File: src/rtl/leitor_banco_registradores.sv
// rtl/leitor_banco_registradores.sv - debug dump engine reading a register bank and streaming addr/data words plus an XOR checksum
module leitor_banco_registradores #(
  parameter int LARGURA_DADO = 16,
  parameter int LARGURA_END  = 3,
  parameter int PRIMEIRO     = 0,
  parameter int ULTIMO       = 7
) (
  input  logic                    clock,
  input  logic                    reset,
  input  logic                    iniciar,
  output logic [LARGURA_END-1:0]  endereco_leitura,
  input  logic [LARGURA_DADO-1:0] valor_lido,
  input  logic                    pronto,
  output logic                    valido,
  output logic [LARGURA_DADO-1:0] dado_saida,
  output logic [LARGURA_END-1:0]  endereco_saida,
  output logic                    eh_checksum,
  output logic                    ocupado,
  output logic                    fim
);

  typedef enum logic [1:0] {OCIOSO, LER, ENVIAR, CHECKSUM} estado_t;

  localparam logic [LARGURA_END-1:0] END_PRIMEIRO = PRIMEIRO[LARGURA_END-1:0];
  localparam logic [LARGURA_END-1:0] END_ULTIMO   = ULTIMO[LARGURA_END-1:0];
  localparam logic [LARGURA_END-1:0] END_UM       = {{(LARGURA_END-1){1'b0}}, 1'b1};

  estado_t                 estado, prox_estado;
  logic [LARGURA_END-1:0]  contador, prox_contador;
  logic [LARGURA_DADO-1:0] checksum, prox_checksum;
  logic [LARGURA_END-1:0]  prox_endereco_leitura;
  logic                    prox_valido;
  logic [LARGURA_DADO-1:0] prox_dado_saida;
  logic [LARGURA_END-1:0]  prox_endereco_saida;
  logic                    prox_eh_checksum;
  logic                    prox_ocupado;
  logic                    prox_fim;

  always_ff @(posedge clock or posedge reset) begin
    if (reset) begin
      estado           <= OCIOSO;
      contador         <= END_PRIMEIRO;
      checksum         <= '0;
      endereco_leitura <= '0;
      valido           <= 1'b0;
      dado_saida       <= '0;
      endereco_saida   <= '0;
      eh_checksum      <= 1'b0;
      ocupado          <= 1'b0;
      fim              <= 1'b0;
    end else begin
      estado           <= prox_estado;
      contador         <= prox_contador;
      checksum         <= prox_checksum;
      endereco_leitura <= prox_endereco_leitura;
      valido           <= prox_valido;
      dado_saida       <= prox_dado_saida;
      endereco_saida   <= prox_endereco_saida;
      eh_checksum      <= prox_eh_checksum;
      ocupado          <= prox_ocupado;
      fim              <= prox_fim;
    end
  end

  always_comb begin
    prox_estado         = estado;
    prox_contador       = contador;
    prox_checksum       = checksum;
    prox_valido         = valido;
    prox_dado_saida     = dado_saida;
    prox_endereco_saida = endereco_saida;
    prox_eh_checksum    = eh_checksum;
    prox_ocupado        = ocupado;
    prox_fim            = 1'b0;

    case (estado)
      OCIOSO: begin
        if (iniciar) begin
          prox_estado   = LER;
          prox_contador = END_PRIMEIRO;
          prox_checksum = '0;
          prox_ocupado  = 1'b1;
        end
      end
      LER: begin
        prox_dado_saida     = valor_lido;
        prox_endereco_saida = contador;
        prox_valido         = 1'b1;
        prox_checksum       = checksum ^ valor_lido;
        prox_estado         = ENVIAR;
      end
      ENVIAR: begin
        if (pronto) begin
          prox_valido = 1'b0;
          // Compare before incrementing so ULTIMO at the top of the range never wraps
          if (contador == END_ULTIMO) begin
            prox_estado         = CHECKSUM;
            prox_dado_saida     = checksum;
            prox_endereco_saida = '0;
            prox_eh_checksum    = 1'b1;
            prox_valido         = 1'b1;
          end else begin
            prox_contador = contador + END_UM;
            prox_estado   = LER;
          end
        end
      end
      CHECKSUM: begin
        if (pronto) begin
          prox_valido      = 1'b0;
          prox_eh_checksum = 1'b0;
          prox_ocupado     = 1'b0;
          prox_fim         = 1'b1;
          prox_estado      = OCIOSO;
        end
      end
      default: prox_estado = OCIOSO;
    endcase

    // Registered read address follows the counter only while the bank is being walked
    prox_endereco_leitura = (prox_estado == LER || prox_estado == ENVIAR) ? prox_contador : '0;
  end

endmodule

File: config.mk
export PLATFORM = sky130hd
export DESIGN_NAME = leitor_banco_registradores
export DESIGN_NICKNAME = d
export VERILOG_FILES = /design/src/rtl/leitor_banco_registradores.sv
export SDC_FILE = /design/constraint.sdc
export NUM_CORES = 1
export LEC_CHECK = 0
export BUFFER_PORTS_ARGS = -buffer_cell sky130_fd_sc_hd__buf_2
export CAP_MARGIN = 20
export CORE_ASPECT_RATIO = 0.8
export CORE_MARGIN = 2
export CORE_UTILIZATION = 33
export DETAILED_ROUTE_END_ITERATION = 10
export GPL_TIMING_DRIVEN = 0
export SLEW_MARGIN = 20
export SYNTH_ARGS = -nofsm -noshare
export SYNTH_HDL_FRONTEND = slang
export SYNTH_SLANG_ARGS = --single-unit
File: constraint.sdc
create_clock -name clock -period 2.95 [get_ports clock]
set_input_delay 0.295 -clock clock [delete_from_list [all_inputs] [get_ports clock]]
set_output_delay 0.295 -clock clock [all_outputs]
set_load 0.05 [all_outputs]
==> impl_metrics.env <==
export IMPL_clk_insertion_delay_late_ns=0.30
export IMPL_synth_fp_nets=220
export IMPL_p_clk_share_pct=16.3
export IMPL_fp_dieW_um=94.0
export IMPL_setup_tns_ns=0
export IMPL_final_min_clock_period_ns=1.83
export IMPL_worstPathRequired_ns=3.19
export IMPL_share_of_yosys_cell_area_claimed_by_the_top_area_cell_type_pct=55.0
export IMPL_p_int_mw=1.65
export IMPL_max_slew_worst_pin_slew_ns=0.730
export IMPL_total_drc_errors_in_the_routed_layout=0
export IMPL_crit_chain="ha_1, nand2_1, o21ai_1, o221a_2"
export IMPL_fp_row_count=26
export IMPL_largest_net_degree_at_the_start_of_global_routing=27
export IMPL_setup_violations_final=0
export IMPL_fin_hold_ws_ns=-0.00111
export IMPL_crit_path_max_fanout=8
export IMPL_seq_area_frac_synth_pct=55.0
export IMPL_pwr_share_comb_pct=48.5
export IMPL_layout_nets=273
export IMPL_grt_antenna_before_repair=0
export IMPL_track_usage_pct=15.5
export IMPL_setup_worst_path_class="flip-flop to flip-flop"
export IMPL_synth_largest_area_cell="sky130_fd_sc_hd__dfrtp_1"
export IMPL_gp_congestion=0.797
export IMPL_first_iter_violations=79
export IMPL_post_synth_num_cell_types=33
export IMPL_most_common_cell_after_layout_fill_and_taps_aside="sky130_fd_sc_hd__buf_2"
export IMPL_grt_pass1_vias=1701
export IMPL_core_area_mm2=0.00634
export IMPL_die_height_um=76.0
export IMPL_detailroute_via_count=1724
export IMPL_max_freq_ghz=0.547
export IMPL_design_portCount=46
export IMPL_post_cts_setup_buffer_count=0
export IMPL_drtPass1Iterations=4
export IMPL_layout_drive_gt1_share_pct=30.0
export IMPL_clock_tree_buffer_depth=2
export IMPL_utilization_pct=41.1
export IMPL_critical_path_reg2reg_startpoint="contador[0]"
export IMPL_layout_cells_most_common_list="sky130_fd_sc_hd__buf_2 (50), sky130_fd_sc_hd__dfrtp_1 (47), sky130_fd_sc_hd__a21oi_1 (18), sky130_fd_sc_hd__o21ai_0 (16), sky130_fd_sc_hd__nor2_1 (14)"
export IMPL_vdd_ir_drop_max_mv=0.433
export IMPL_cts_root_buf="sky130_fd_sc_hd__clkbuf_8"
export IMPL_cp_end_kind="flip-flop"
export IMPL_power_density_mw_per_mm2=1170
export IMPL_rsz0062_at_grt="false"
export IMPL_leakage_power_of_the_design_nw=1.21
export IMPL_cts_made_buffers=5
export IMPL_detail_route_wl_per_cell_um=15.4
export IMPL_synth_ff_latch_count=47
export IMPL_postRouteWirelength_mm=5.20
export IMPL_grt_overflow_total=0
export IMPL_post_detail_place_hpwl_mm=3.55
export IMPL_ant_nets=0
export IMPL_number_of_buffer_cells_added_on_primary_ports=45
export IMPL_syn_std_cell_area_mm2=0.00214
export IMPL_period_share_pct=61.9
export IMPL_outcome="finished with violations"
export IMPL_global_route_wire_length_before_repair_mm=8.71
export IMPL_initial_core_util_pct=33.7
export IMPL_post_synth_inst_count=199
export IMPL_netlist_top_cells_area="sky130_fd_sc_hd__dfrtp_1 (55%), sky130_fd_sc_hd__a21oi_1 (4.2%), sky130_fd_sc_hd__o21ai_0 (3.7%)"
export IMPL_clk_pin_slew_ns=0.09
export IMPL_relSlewSlack_pct=51.0
export IMPL_reg2reg_depth=4
export IMPL_ys_warn_count=0
export IMPL_avg_vias_per_cell=5.12
export IMPL_cts_tree="built"
export IMPL_r2r_end="dado_saida[7]"
export IMPL_areaGrowthSynthToFinish_pct=21.9
export IMPL_p_sw_share_pct=45.7
export IMPL_drv_slew=0
export IMPL_worst_path_largest_cell_delay_ns=0.59
export IMPL_n_antenna_cell=0
export IMPL_failing_checks="negative hold slack"
export IMPL_cts_hold_buf=0
export IMPL_power_frac_seq_pct=35.2
export IMPL_cts_resized=0
export IMPL_arrival_ns=2.07
export IMPL_die_area_mm2=0.00715
export IMPL_switchingPower_mw=1.39
export IMPL_clock_sinks=47
export IMPL_crit_path_start_kind="flip-flop"
export IMPL_ctsHtreeMaxLevel=2
export IMPL_hold_path_class="primary input to async pin"
export IMPL_slowest_stage_cell_cp="sky130_fd_sc_hd__o21ai_1"
export IMPL_synth_avg_cell_area_um2=10.8
export IMPL_setup_clock_skew_after_layout_ns=0.0108
export IMPL_r2r_setup_slack_ns=1.12
export IMPL_final_hold_viol_count=1
export IMPL_max_cap_viol_count=0
-- cells by family (layout without fill, tap and decap cells) --
logic type / Yosys count / after routing / synth area share, %
XOR/XNOR: 1 / 1 / 0.409
adder cells (fa/ha/maj): 1 / 1 / 0.585
buffers and inverters: 19 / 73 / 5.20
AO/OA/AOI/OAI: 79 / 79 / 25.6
AND/OR/NAND/NOR: 52 / 52 / 13.3
flip-flops: 47 / 47 / 55.0
-- sequential cells by signal (all words and copies together) (netlist names) --
signal,count
contador,3
dado_saida,16
estado,2
ocupado,1
checksum,16
endereco_saida,3
valido,1
endereco_leitura,3
eh_checksum,1
fim,1
-- synthesized netlist by cell type --
cell type,count
sky130_fd_sc_hd__o221ai_1,2
sky130_fd_sc_hd__clkbuf_1,3
sky130_fd_sc_hd__a311o_1,1
sky130_fd_sc_hd__o21ai_0,16
sky130_fd_sc_hd__inv_1,5
sky130_fd_sc_hd__nand3b_1,1
sky130_fd_sc_hd__o21ai_1,1
sky130_fd_sc_hd__a21o_1,8
sky130_fd_sc_hd__buf_4,3
sky130_fd_sc_hd__o21ba_4,1
sky130_fd_sc_hd__xor2_1,1
sky130_fd_sc_hd__o32ai_1,8
sky130_fd_sc_hd__o31ai_1,1
sky130_fd_sc_hd__buf_6,3
sky130_fd_sc_hd__o221a_1,1
sky130_fd_sc_hd__a211o_1,1
sky130_fd_sc_hd__a21boi_0,2
sky130_fd_sc_hd__nor2_1,14
sky130_fd_sc_hd__nor2b_1,2
sky130_fd_sc_hd__nand2b_1,11
sky130_fd_sc_hd__o221a_2,7
sky130_fd_sc_hd__and2_4,1
sky130_fd_sc_hd__nor3_1,1
sky130_fd_sc_hd__nand2_1,11
sky130_fd_sc_hd__nand2b_4,1
sky130_fd_sc_hd__a31oi_1,11
sky130_fd_sc_hd__a21oi_1,18
sky130_fd_sc_hd__dfrtp_1,47
sky130_fd_sc_hd__or3_1,1
sky130_fd_sc_hd__buf_2,5
sky130_fd_sc_hd__nor3b_1,9
sky130_fd_sc_hd__o21a_1,1
sky130_fd_sc_hd__ha_1,1
-- area by class of cell --
cell class	count	area, um2
fillers	649	3740
flip-flops and latches	47	1180
multi-input cells	133	852
repair buffers	46	245
well taps	84	105
plain buffers	14	92.6
clock buffers	6	82.6
clock inverters	2	35.0
inverters	5	18.8
-- layer usage --
metal / vias to the layer above / track usage (%) / share of wire [%]
met5: - / 0 / 0
met4: 0 / 3.91 / 0.40
met3: 2 / 3.76 / 5.2
met2: 48 / 22.9 / 46
met1: 835 / 22.8 / 48
li1: 839 / - / -
-- per-stage QoR --
step	instance area, um2	instances	setup slack, ns	power (mW)
floorplan	2140	199	1.51	2.20
global placement	2470	328	0.817	2.54
detailed placement	2490	329	1.17	2.57
CTS	2610	337	1.15	3.07
global route	2610	337	0.993	3.26
finish	2610	337	1.12	3.04
-- worst max-delay path, delay by kind of cell, from the launching register on --
kind | cells | cell delay [ns]
adders and majority gates | 1 | 0.27
DFF | 1 | 0.48
and+or+nand+nor | 1 | 0.11
AOI/OAI and AO/OA | 2 | 0.91
-- power by group through the flow --
| stage | combinational, mW | sequential (mW) | clock [mW] |
|---|---|---|---|
| 2_1_floorplan | 0.653 | 1.55 | 0 |
| 3_3_place_gp | 1.47 | 1.07 | 0 |
| 3_5_place_dp | 1.49 | 1.08 | 0 |
| 4_1_cts | 1.49 | 1.07 | 0.512 |
| 5_1_grt | 1.61 | 1.11 | 0.537 |
| 6_report | 1.48 | 1.07 | 0.495 |
-- worst max-delay path by stage --
| stage | from | cells past startpoint | endpoint |
|---|---|---|---|
| 2_1_floorplan | contador[0] | 6 | dado_saida[10] |
| 3_3_place_gp | reset | 2 | dado_saida[3] |
| 3_5_place_dp | contador[0] | 4 | dado_saida[12] |
| 4_1_cts | contador[0] | 4 | dado_saida[12] |
| 5_1_grt | contador[0] | 4 | dado_saida[13] |
| 6_report | contador[0] | 4 | dado_saida[7] |
(Power assumes the default switching activity.)
